--- config.mk ---
export PLATFORM = sky130hd
export DESIGN_NAME = risc_run_ctrl_flat
export DESIGN_NICKNAME = d
export VERILOG_FILES = /design/src/rtl/risc_run_ctrl_if.sv /design/src/rtl/risc_run_ctrl.sv /design/src/flat_wrapper.sv
export SDC_FILE = /design/constraint.sdc
export NUM_CORES = 1
export LEC_CHECK = 0
export BUFFER_PORTS_ARGS = -buffer_cell sky130_fd_sc_hd__buf_2
export CORE_ASPECT_RATIO = 1.2
export CORE_UTILIZATION = 45
export DETAILED_ROUTE_END_ITERATION = 8
export HOLD_SLACK_MARGIN = 0.03
export MAX_ROUTING_LAYER = met4
export PLACE_DENSITY_LB_ADDON = 0.05
export SLEW_MARGIN = 20
export SYNTH_ARGS = -nofsm -noshare
export SYNTH_HDL_FRONTEND = slang
export SYNTH_SLANG_ARGS = --single-unit
--- constraint.sdc ---
create_clock -name clk -period 2.6 [get_ports clk]
set_input_delay 0.52 -clock clk [delete_from_list [all_inputs] [get_ports clk]]
set_output_delay 0.52 -clock clk [all_outputs]
set_load 0.005 [all_outputs]
--- src/rtl/risc_run_ctrl_if.sv ---
// risc_run_ctrl_if: control/status bundle between the run controller and its environment.
// With RUN_SIG_EN defined the bundle also carries the MISR signature.
interface risc_run_ctrl_if #(
  parameter int PC_W  = 16,
  parameter int CNT_W = 32
`ifdef RUN_SIG_EN
  ,
  parameter int SIG_W = 16
`endif
);
  logic             start;
  logic             abort;
  logic             halt;
  logic [PC_W-1:0]  pc;
  logic             core_rst_n;
  logic             core_en;
  logic             busy;
  logic [CNT_W-1:0] cycle_cnt;
  logic             done;
  logic             timeout;
  logic             stalled;
`ifdef RUN_SIG_EN
  logic [SIG_W-1:0] signature;
`endif

  // Environment side: requests runs and reflects core status.
  modport master (
    output start, abort, halt, pc,
    input  core_rst_n, core_en, busy, cycle_cnt, done, timeout, stalled
`ifdef RUN_SIG_EN
    , input signature
`endif
  );

  // Controller side.
  modport slave (
    input  start, abort, halt, pc,
    output core_rst_n, core_en, busy, cycle_cnt, done, timeout, stalled
`ifdef RUN_SIG_EN
    , output signature
`endif
  );
endinterface

--- src/rtl/risc_run_ctrl.sv ---
// risc_run_ctrl: sequences a RISC core through reset hold, run and stop.
// Holds the core in reset for RST_CYCLES after start, counts RUN cycles, and ends the
// run on abort, halt, PC stall or timeout, reporting the cause. All outputs registered.
// Optional feature macro RUN_SIG_EN: builds a Fibonacci MISR over the PC trace and
// exposes it on the signature port; without it no MISR logic exists.
module risc_run_ctrl #(
  parameter int PC_W         = 16,
  parameter int CNT_W        = 32,
  parameter int RST_CYCLES   = 4,
  parameter int MAX_CYCLES   = 1000,
  parameter int STALL_CYCLES = 8
`ifdef RUN_SIG_EN
  ,
  parameter int SIG_W        = 16
`endif
) (
  input logic            clk,
  input logic            rst_n,
  risc_run_ctrl_if.slave bus
);

  typedef enum logic [1:0] {IDLE, RST_HOLD, RUN, DONE} state_t;

  localparam int HOLD_W  = (RST_CYCLES > 1) ? $clog2(RST_CYCLES) : 1;
  localparam int STALL_W = $clog2(STALL_CYCLES + 1);

  localparam logic [HOLD_W-1:0]  HOLD_LOAD  = HOLD_W'(RST_CYCLES - 1);
  localparam logic [STALL_W-1:0] STALL_LAST = STALL_W'(STALL_CYCLES - 1);
  localparam logic [CNT_W:0]     MAX_LIM    = (CNT_W + 1)'(MAX_CYCLES);

`ifdef RUN_SIG_EN
  // Default width uses x^16+x^12+x^5+1 (stages 16,12,5); other widths fall back to a two-tap form.
  localparam logic [SIG_W-1:0] SIG_TAPS = (SIG_W == 16) ? SIG_W'(32'h0000_8810)
                                                       : SIG_W'((32'h1 << (SIG_W - 1)) | 32'h1);
`endif

  state_t             state, state_nx;
  logic [HOLD_W-1:0]  hold_cnt, hold_nx;
  logic [STALL_W-1:0] stall_cnt, stall_nx;
  logic [PC_W-1:0]    prev_pc, prev_pc_nx;
  logic               prev_valid, prev_valid_nx;
  logic [CNT_W-1:0]   cycle_cnt, cycle_nx;
  logic               core_rst_n_q, core_rst_n_nx;
  logic               core_en_q, core_en_nx;
  logic               busy_q, busy_nx;
  logic               done_q, done_nx;
  logic               timeout_q, timeout_nx;
  logic               stalled_q, stalled_nx;
  logic               to_idle, to_hold, to_done;
`ifdef RUN_SIG_EN
  logic [SIG_W-1:0]   sig_q, sig_nx;
`endif

  logic               pc_same;
  logic               stall_hit;
  logic               time_hit;
  logic [CNT_W:0]     cnt_plus;
  logic [CNT_W-1:0]   cycle_sat;

  // prev_valid masks the first RUN cycle, whose prev_pc is left over from an earlier run.
  assign pc_same   = prev_valid && (bus.pc == prev_pc);
  assign stall_hit = pc_same && (stall_cnt == STALL_LAST);
  assign cnt_plus  = {1'b0, cycle_cnt} + 1'b1;
  assign time_hit  = (MAX_CYCLES != 0) && (cnt_plus == MAX_LIM);
  assign cycle_sat = (&cycle_cnt) ? cycle_cnt : cycle_cnt + 1'b1;

  // Next-state and next-output decode; abort outranks everything, then halt, stall, timeout.
  always_comb begin
    state_nx      = state;
    hold_nx       = hold_cnt;
    stall_nx      = stall_cnt;
    prev_pc_nx    = prev_pc;
    prev_valid_nx = prev_valid;
    cycle_nx      = cycle_cnt;
    core_rst_n_nx = core_rst_n_q;
    core_en_nx    = core_en_q;
    busy_nx       = busy_q;
    done_nx       = done_q;
    timeout_nx    = timeout_q;
    stalled_nx    = stalled_q;
    to_idle       = 1'b0;
    to_hold       = 1'b0;
    to_done       = 1'b0;
`ifdef RUN_SIG_EN
    sig_nx        = sig_q;
`endif

    unique case (state)
      IDLE, DONE: begin
        if (bus.abort)      to_idle = 1'b1;
        else if (bus.start) to_hold = 1'b1;
      end
      RST_HOLD: begin
        if (bus.abort) begin
          to_idle = 1'b1;
        end else if (hold_cnt == '0) begin
          state_nx      = RUN;
          core_rst_n_nx = 1'b1;
          core_en_nx    = 1'b1;
          prev_valid_nx = 1'b0;
          stall_nx      = '0;
        end else begin
          hold_nx = hold_cnt - 1'b1;
        end
      end
      RUN: begin
        cycle_nx      = cycle_sat;
        prev_pc_nx    = bus.pc;
        prev_valid_nx = 1'b1;
        stall_nx      = pc_same ? stall_cnt + 1'b1 : '0;
`ifdef RUN_SIG_EN
        sig_nx = {sig_q[SIG_W-2:0], ^(sig_q & SIG_TAPS)} ^ bus.pc[SIG_W-1:0];
`endif
        if (bus.abort) begin
          to_idle = 1'b1;
        end else if (bus.halt) begin
          to_done = 1'b1;
        end else if (stall_hit) begin
          to_done    = 1'b1;
          stalled_nx = 1'b1;
        end else if (time_hit) begin
          to_done    = 1'b1;
          timeout_nx = 1'b1;
        end
      end
      default: to_idle = 1'b1;
    endcase

    if (to_done) begin
      state_nx   = DONE;
      core_en_nx = 1'b0;
      busy_nx    = 1'b0;
      done_nx    = 1'b1;
    end

    if (to_idle) begin
      state_nx      = IDLE;
      core_rst_n_nx = 1'b0;
      core_en_nx    = 1'b0;
      busy_nx       = 1'b0;
      done_nx       = 1'b0;
      timeout_nx    = 1'b0;
      stalled_nx    = 1'b0;
    end

    if (to_hold) begin
      state_nx      = RST_HOLD;
      hold_nx       = HOLD_LOAD;
      core_rst_n_nx = 1'b0;
      core_en_nx    = 1'b0;
      busy_nx       = 1'b1;
      cycle_nx      = '0;
      done_nx       = 1'b0;
      timeout_nx    = 1'b0;
      stalled_nx    = 1'b0;
`ifdef RUN_SIG_EN
      sig_nx        = '0;
`endif
    end
  end

  // State and registered outputs; rst_n clears everything asynchronously.
  always_ff @(posedge clk or negedge rst_n) begin
    if (!rst_n) begin
      state        <= IDLE;
      hold_cnt     <= '0;
      stall_cnt    <= '0;
      prev_pc      <= '0;
      prev_valid   <= 1'b0;
      cycle_cnt    <= '0;
      core_rst_n_q <= 1'b0;
      core_en_q    <= 1'b0;
      busy_q       <= 1'b0;
      done_q       <= 1'b0;
      timeout_q    <= 1'b0;
      stalled_q    <= 1'b0;
`ifdef RUN_SIG_EN
      sig_q        <= '0;
`endif
    end else begin
      state        <= state_nx;
      hold_cnt     <= hold_nx;
      stall_cnt    <= stall_nx;
      prev_pc      <= prev_pc_nx;
      prev_valid   <= prev_valid_nx;
      cycle_cnt    <= cycle_nx;
      core_rst_n_q <= core_rst_n_nx;
      core_en_q    <= core_en_nx;
      busy_q       <= busy_nx;
      done_q       <= done_nx;
      timeout_q    <= timeout_nx;
      stalled_q    <= stalled_nx;
`ifdef RUN_SIG_EN
      sig_q        <= sig_nx;
`endif
    end
  end

  assign bus.core_rst_n = core_rst_n_q;
  assign bus.core_en    = core_en_q;
  assign bus.busy       = busy_q;
  assign bus.cycle_cnt  = cycle_cnt;
  assign bus.done       = done_q;
  assign bus.timeout    = timeout_q;
  assign bus.stalled    = stalled_q;
`ifdef RUN_SIG_EN
  assign bus.signature  = sig_q;
`endif

endmodule

--- src/flat_wrapper.sv ---
// flat-port wrapper written by rule: the top's interface ports become plain ports
module risc_run_ctrl_flat 
#(
  parameter int PC_W         = 16,
  parameter int CNT_W        = 32,
  parameter int RST_CYCLES   = 4,
  parameter int MAX_CYCLES   = 1000,
  parameter int STALL_CYCLES = 8

)
  (clk, rst_n, bus_start, bus_abort, bus_halt, bus_pc, bus_core_rst_n, bus_core_en, bus_busy, bus_cycle_cnt, bus_done, bus_timeout, bus_stalled);
  risc_run_ctrl_if #(.PC_W(PC_W), .CNT_W(CNT_W)) bus_i ();
  input logic clk;
  input logic rst_n;
  input wire logic [$bits(bus_i.start)-1:0] bus_start;
  input wire logic [$bits(bus_i.abort)-1:0] bus_abort;
  input wire logic [$bits(bus_i.halt)-1:0] bus_halt;
  input wire logic [$bits(bus_i.pc)-1:0] bus_pc;
  output wire logic [$bits(bus_i.core_rst_n)-1:0] bus_core_rst_n;
  output wire logic [$bits(bus_i.core_en)-1:0] bus_core_en;
  output wire logic [$bits(bus_i.busy)-1:0] bus_busy;
  output wire logic [$bits(bus_i.cycle_cnt)-1:0] bus_cycle_cnt;
  output wire logic [$bits(bus_i.done)-1:0] bus_done;
  output wire logic [$bits(bus_i.timeout)-1:0] bus_timeout;
  output wire logic [$bits(bus_i.stalled)-1:0] bus_stalled;
  assign bus_i.start = bus_start;
  assign bus_i.abort = bus_abort;
  assign bus_i.halt = bus_halt;
  assign bus_i.pc = bus_pc;
  assign bus_core_rst_n = bus_i.core_rst_n;
  assign bus_core_en = bus_i.core_en;
  assign bus_busy = bus_i.busy;
  assign bus_cycle_cnt = bus_i.cycle_cnt;
  assign bus_done = bus_i.done;
  assign bus_timeout = bus_i.timeout;
  assign bus_stalled = bus_i.stalled;
  risc_run_ctrl #(.PC_W(PC_W), .CNT_W(CNT_W), .RST_CYCLES(RST_CYCLES), .MAX_CYCLES(MAX_CYCLES), .STALL_CYCLES(STALL_CYCLES)) u_core (.clk(clk), .rst_n(rst_n), .bus(bus_i));
endmodule
==> impl_results.md <==
* Outcome: finished with violations
* Failing checks: negative setup slack
* Wire length of the first global-routing pass at 15,500 microns
* Clock slew at the register clock pins of the worst setup and hold paths at 0.07 ns
* Actual slew at the worst max-slew pin at approximately 0.67 ns
* Number of synthesis warnings at 0
* Fin nets at 525
* Core region area at around 0.0081 sq mm
* Max capacitance violation total at 0
* EDFF count, synth at 0
* Row Count at 36
* Seq/Total Area, Yosys at a little over two fifths
* Reported leakage power at around 2.3 nW
* Floorplan die area at approximately 0.0087 sq mm
* Area of combinational cells with multiple inputs at 0.00210 sq mm
* Die Height at roughly 100 microns
* Number of diodes added for antenna fixing at 0
* Global-route total usage across every layer at 23.6%
* Dominant cell type by area after synthesis: sky130_fd_sc_hd__dfrtp_1
* Layout filler cell count at 755
* Max H-tree Level at 3
* Final Max Slew Viols at 0
* Fin crit share at 102%
* Number of nets with antenna violations after routing at 0
* Unrepaired setup endpoints after global routing: true
* Final core utilization at about three fifths
* Total power consumption of the routed design at 2.12 mW
* Number of optimization iterations in the first detailed-route pass at 4
* Hold Buf Count CTS at 0
* Worst relative slew slack at 55.1%
* Ports placed on the boundary at 59
* Startpoint kind of the worst setup timing path: register
* Synth Cell Area at 0.00373 sq mm
* Post-place setup slack at -0.0213 ns
* Routed WL at about 9400 microns
* Beginning of the critical path: u_core.bus.cycle_cnt[0]
* Detailed-placement wirelength estimate at 6820 microns
* R2R cell count at 9
* Max Clock Skew at 0.00770 ns
* Peak ir drop on the vdd network at 0.269 mV
* Required time at the endpoint of the critical path at approximately 2.8 ns
* Vias in the first global route at roughly 3,300
* Reg2reg end: u_core.bus.busy
* Insertion delay of the later-clocked pin in the worst-skew pair at 0.34 ns
* Total Neg Setup Slack at -0.0409 ns
* Number of clock sinks at 63
* FFs w/ async S/R, synth at between 90% and 100%
* Placer congestion estimate at 0.935
* Number of endpoints failing setup at the final stage at 1
* Post-synth top area share at roughly 42%
* Final-layout worst hold slack at 0.221 ns
* Worst reg2reg startpoint: u_core.bus.cycle_cnt[0]
* Starting utilization of the core area at between 40% and 50%
* Endpoint kind of the worst setup timing path: register
* Max Fclk at 379 MHz
* Area added between synthesis and finish at 26.9%
* Top post-synthesis cells by area: sky130_fd_sc_hd__dfrtp_1 (42%), sky130_fd_sc_hd__xor2_1 (6.3%), sky130_fd_sc_hd__xnor2_1 (5.2%), sky130_fd_sc_hd__nor2_1 (5.0%), sky130_fd_sc_hd__mux2_2 (4.8%)
* Min-delay worst type: input port to async pin
* Cell count after synthesis at 393
* Number of distinct library cells after synthesis at 61
* Synthesized area per cell at 9.49 sq um
* Count of input and output buffers at 58
* Fraction of final layout cells sized beyond drive strength 1 at 34.0%
* Largest buffer count on any clock path at 2
* Post-detailed-route via-to-cell ratio at 5.57
* Clock tree from TritonCTS: yes
* Commonest register cell after synthesis: sky130_fd_sc_hd__dfrtp_1
* Initial antenna violation count at 0
* Maximum number of pins on one net before global-route repair at 36
* Critical path start-end classification: register to register
* Period minus WS final at ~2.6 ns
* Detailed-route via count at ~3,300
* Number of flip-flops and latches in the synthesized netlist at 63
* Post-route setup slack at -0.0409 ns
* Number of nets produced by synthesis at 420
* Biggest fanout along the worst timing path at 5
* CTS Buf Count at 9
* Per-cell routed wire length at approximately 16 microns
* Hold violation count in the final report at 0
* DRC violation count after routing at 0
* Library cell used as clock root buffer: sky130_fd_sc_hd__clkbuf_8
* Overall die width at 85.1 microns
* WP data arrival at 2.86 ns
* FF+latch area at 0.00158 sq mm
* R2R setup slack at -0.04 ns
* Total congestion overflow after global routing at 0
* Starting DRC count in detailed routing at 128
* Ratio of total power to cell area at 449 mW/mm^2
==> layer usage <==
layer | routed length [microns] | part of all wire (%) | global-route usage (%)
met1 | 4080 | 43 | 27.5
met4 | 151 | 1.6 | 6.52
met3 | 329 | 3.5 | 4.89
met5 | 0 | 0 | -
met2 | 4830 | 51 | 41.2
==> worst max-delay path by stage <==
stage,endpoint,slack (ns)
3_3_place_gp,u_core.bus.busy,0.04
2_1_floorplan,u_core.bus.busy,-0.01
5_1_grt,u_core.bus.busy,-0.14
3_5_place_dp,u_core.bus.busy,-0.02
6_report,u_core.bus.busy,-0.04
4_1_cts,u_core.bus.busy,-0.009
==> logic make-up after synthesis <==
group                      count (synthesis)  synth area share (%)
DFF                                       63                  42.3
adders and majority gates                  6                  2.01
xor gates and xnor gates                  49                  11.5
and+or+nand+nor                          172                  24.9
buffers and inverters                     26                  3.26
muxes                                     16                  4.83
AOI/OAI and AO/OA                         61                  11.2
==> layout by cell type (no fill, tap or decap), types with 3 or more instances in the layout <==
cell type	synthesis	routed
sky130_fd_sc_hd__a21o_1	3	3
sky130_fd_sc_hd__inv_1	13	13
sky130_fd_sc_hd__mux2_2	16	16
sky130_fd_sc_hd__xor2_1	27	27
sky130_fd_sc_hd__and2_1	3	4
sky130_fd_sc_hd__dfrtp_1	63	61
sky130_fd_sc_hd__or3_1	7	7
sky130_fd_sc_hd__o21ai_0	13	13
sky130_fd_sc_hd__buf_2	1	58
sky130_fd_sc_hd__nand3b_1	3	3
sky130_fd_sc_hd__nand4_1	14	14
sky130_fd_sc_hd__buf_4	4	47
sky130_fd_sc_hd__nand2b_1	4	4
sky130_fd_sc_hd__and3_1	7	7
sky130_fd_sc_hd__nand3_2	2	3
sky130_fd_sc_hd__nor2_1	50	49
sky130_fd_sc_hd__nor4_1	5	4
sky130_fd_sc_hd__a21oi_1	16	16
sky130_fd_sc_hd__nand3_1	21	20
sky130_fd_sc_hd__ha_1	6	5
sky130_fd_sc_hd__clkbuf_8	0	11
sky130_fd_sc_hd__nand2_1	28	28
sky130_fd_sc_hd__nor3_1	5	5
sky130_fd_sc_hd__xnor2_1	22	22
sky130_fd_sc_hd__or4_1	3	3
sky130_fd_sc_hd__a31oi_1	5	4
==> state kept, by name (all words and copies together), names as in the netlist <==
name                   flops
u_core.prev_pc            16
u_core.bus.stalled         1
u_core.bus.done            1
u_core.state               2
u_core.bus.busy            1
u_core.hold_cnt            2
u_core.bus.timeout         1
u_core.prev_valid          1
u_core.stall_cnt           4
u_core.bus.cycle_cnt      32
u_core.bus.core_en         1
u_core.bus.core_rst_n      1
==> repair_timing <==
action / CTS / global route
gates resized for setup: 1 / 11
setup buffers: 0 / 2
endpoints found under the setup margin: 2 / 13
pin swaps: 1 / 3
==> area by class of cell <==
class                      instances  area share, %
clock inverter                     5           1.19
tap                               95           2.51
inverter                          13           1.03
timing repair buffer             107           14.3
multi-input combinational        304           44.4
sequential                        63           33.4
clock buffer                      11           3.20
==> synth_stat cells (all sizes together) (2+ instances only) <==
cell,count
o21a,2
xor2,27
nor3b,2
buf,8
mux2,16
a21oi,16
nor4b,3
dfrtp,63
a41oi,2
a221o,2
nand2b,4
or2,2
nand3b,3
and2,5
nand4,15
nor2,51
inv,13
ha,6
or4,3
o31ai,2
a21o,3
nor3,5
or3,7
xnor2,22
clkbuf,5
a311oi,2
and4,3
o21ai,13
nor4,7
and3,10
nand2,28
nand3,23
a31oi,6
a31o,2
a211o,3
==> power by group <==
| group | internal, mW | total, mW | switching [mW] |
|---|---|---|---|
| Combinational | 0.0854 | 0.189 | 0.104 |
| Sequential | 1.02 | 1.05 | 0.0276 |
| Clock | 0.493 | 0.883 | 0.390 |
==> stage by stage <==
step,cell area [sq um],cells
2_1_floorplan,3740,393
3_3_place_gp,4440,580
3_5_place_dp,4440,580
4_1_cts,4660,596
5_1_grt,4730,598
6_report,4730,598
==> worst max-delay path, stage by stage (launching register included) <==
cell and delay (ns):
sky130_fd_sc_hd__dfrtp_2 0.43, sky130_fd_sc_hd__ha_2 0.19, sky130_fd_sc_hd__and3_1 0.16, sky130_fd_sc_hd__and2_1 0.21
sky130_fd_sc_hd__a2111oi_2 0.33, sky130_fd_sc_hd__o32ai_1 0.15, sky130_fd_sc_hd__a211o_1 0.26, sky130_fd_sc_hd__nor4_2 0.18
sky130_fd_sc_hd__nand4_2 0.24, sky130_fd_sc_hd__a221o_1 0.37
Note: power is estimated with default switching activity, not from simulation.
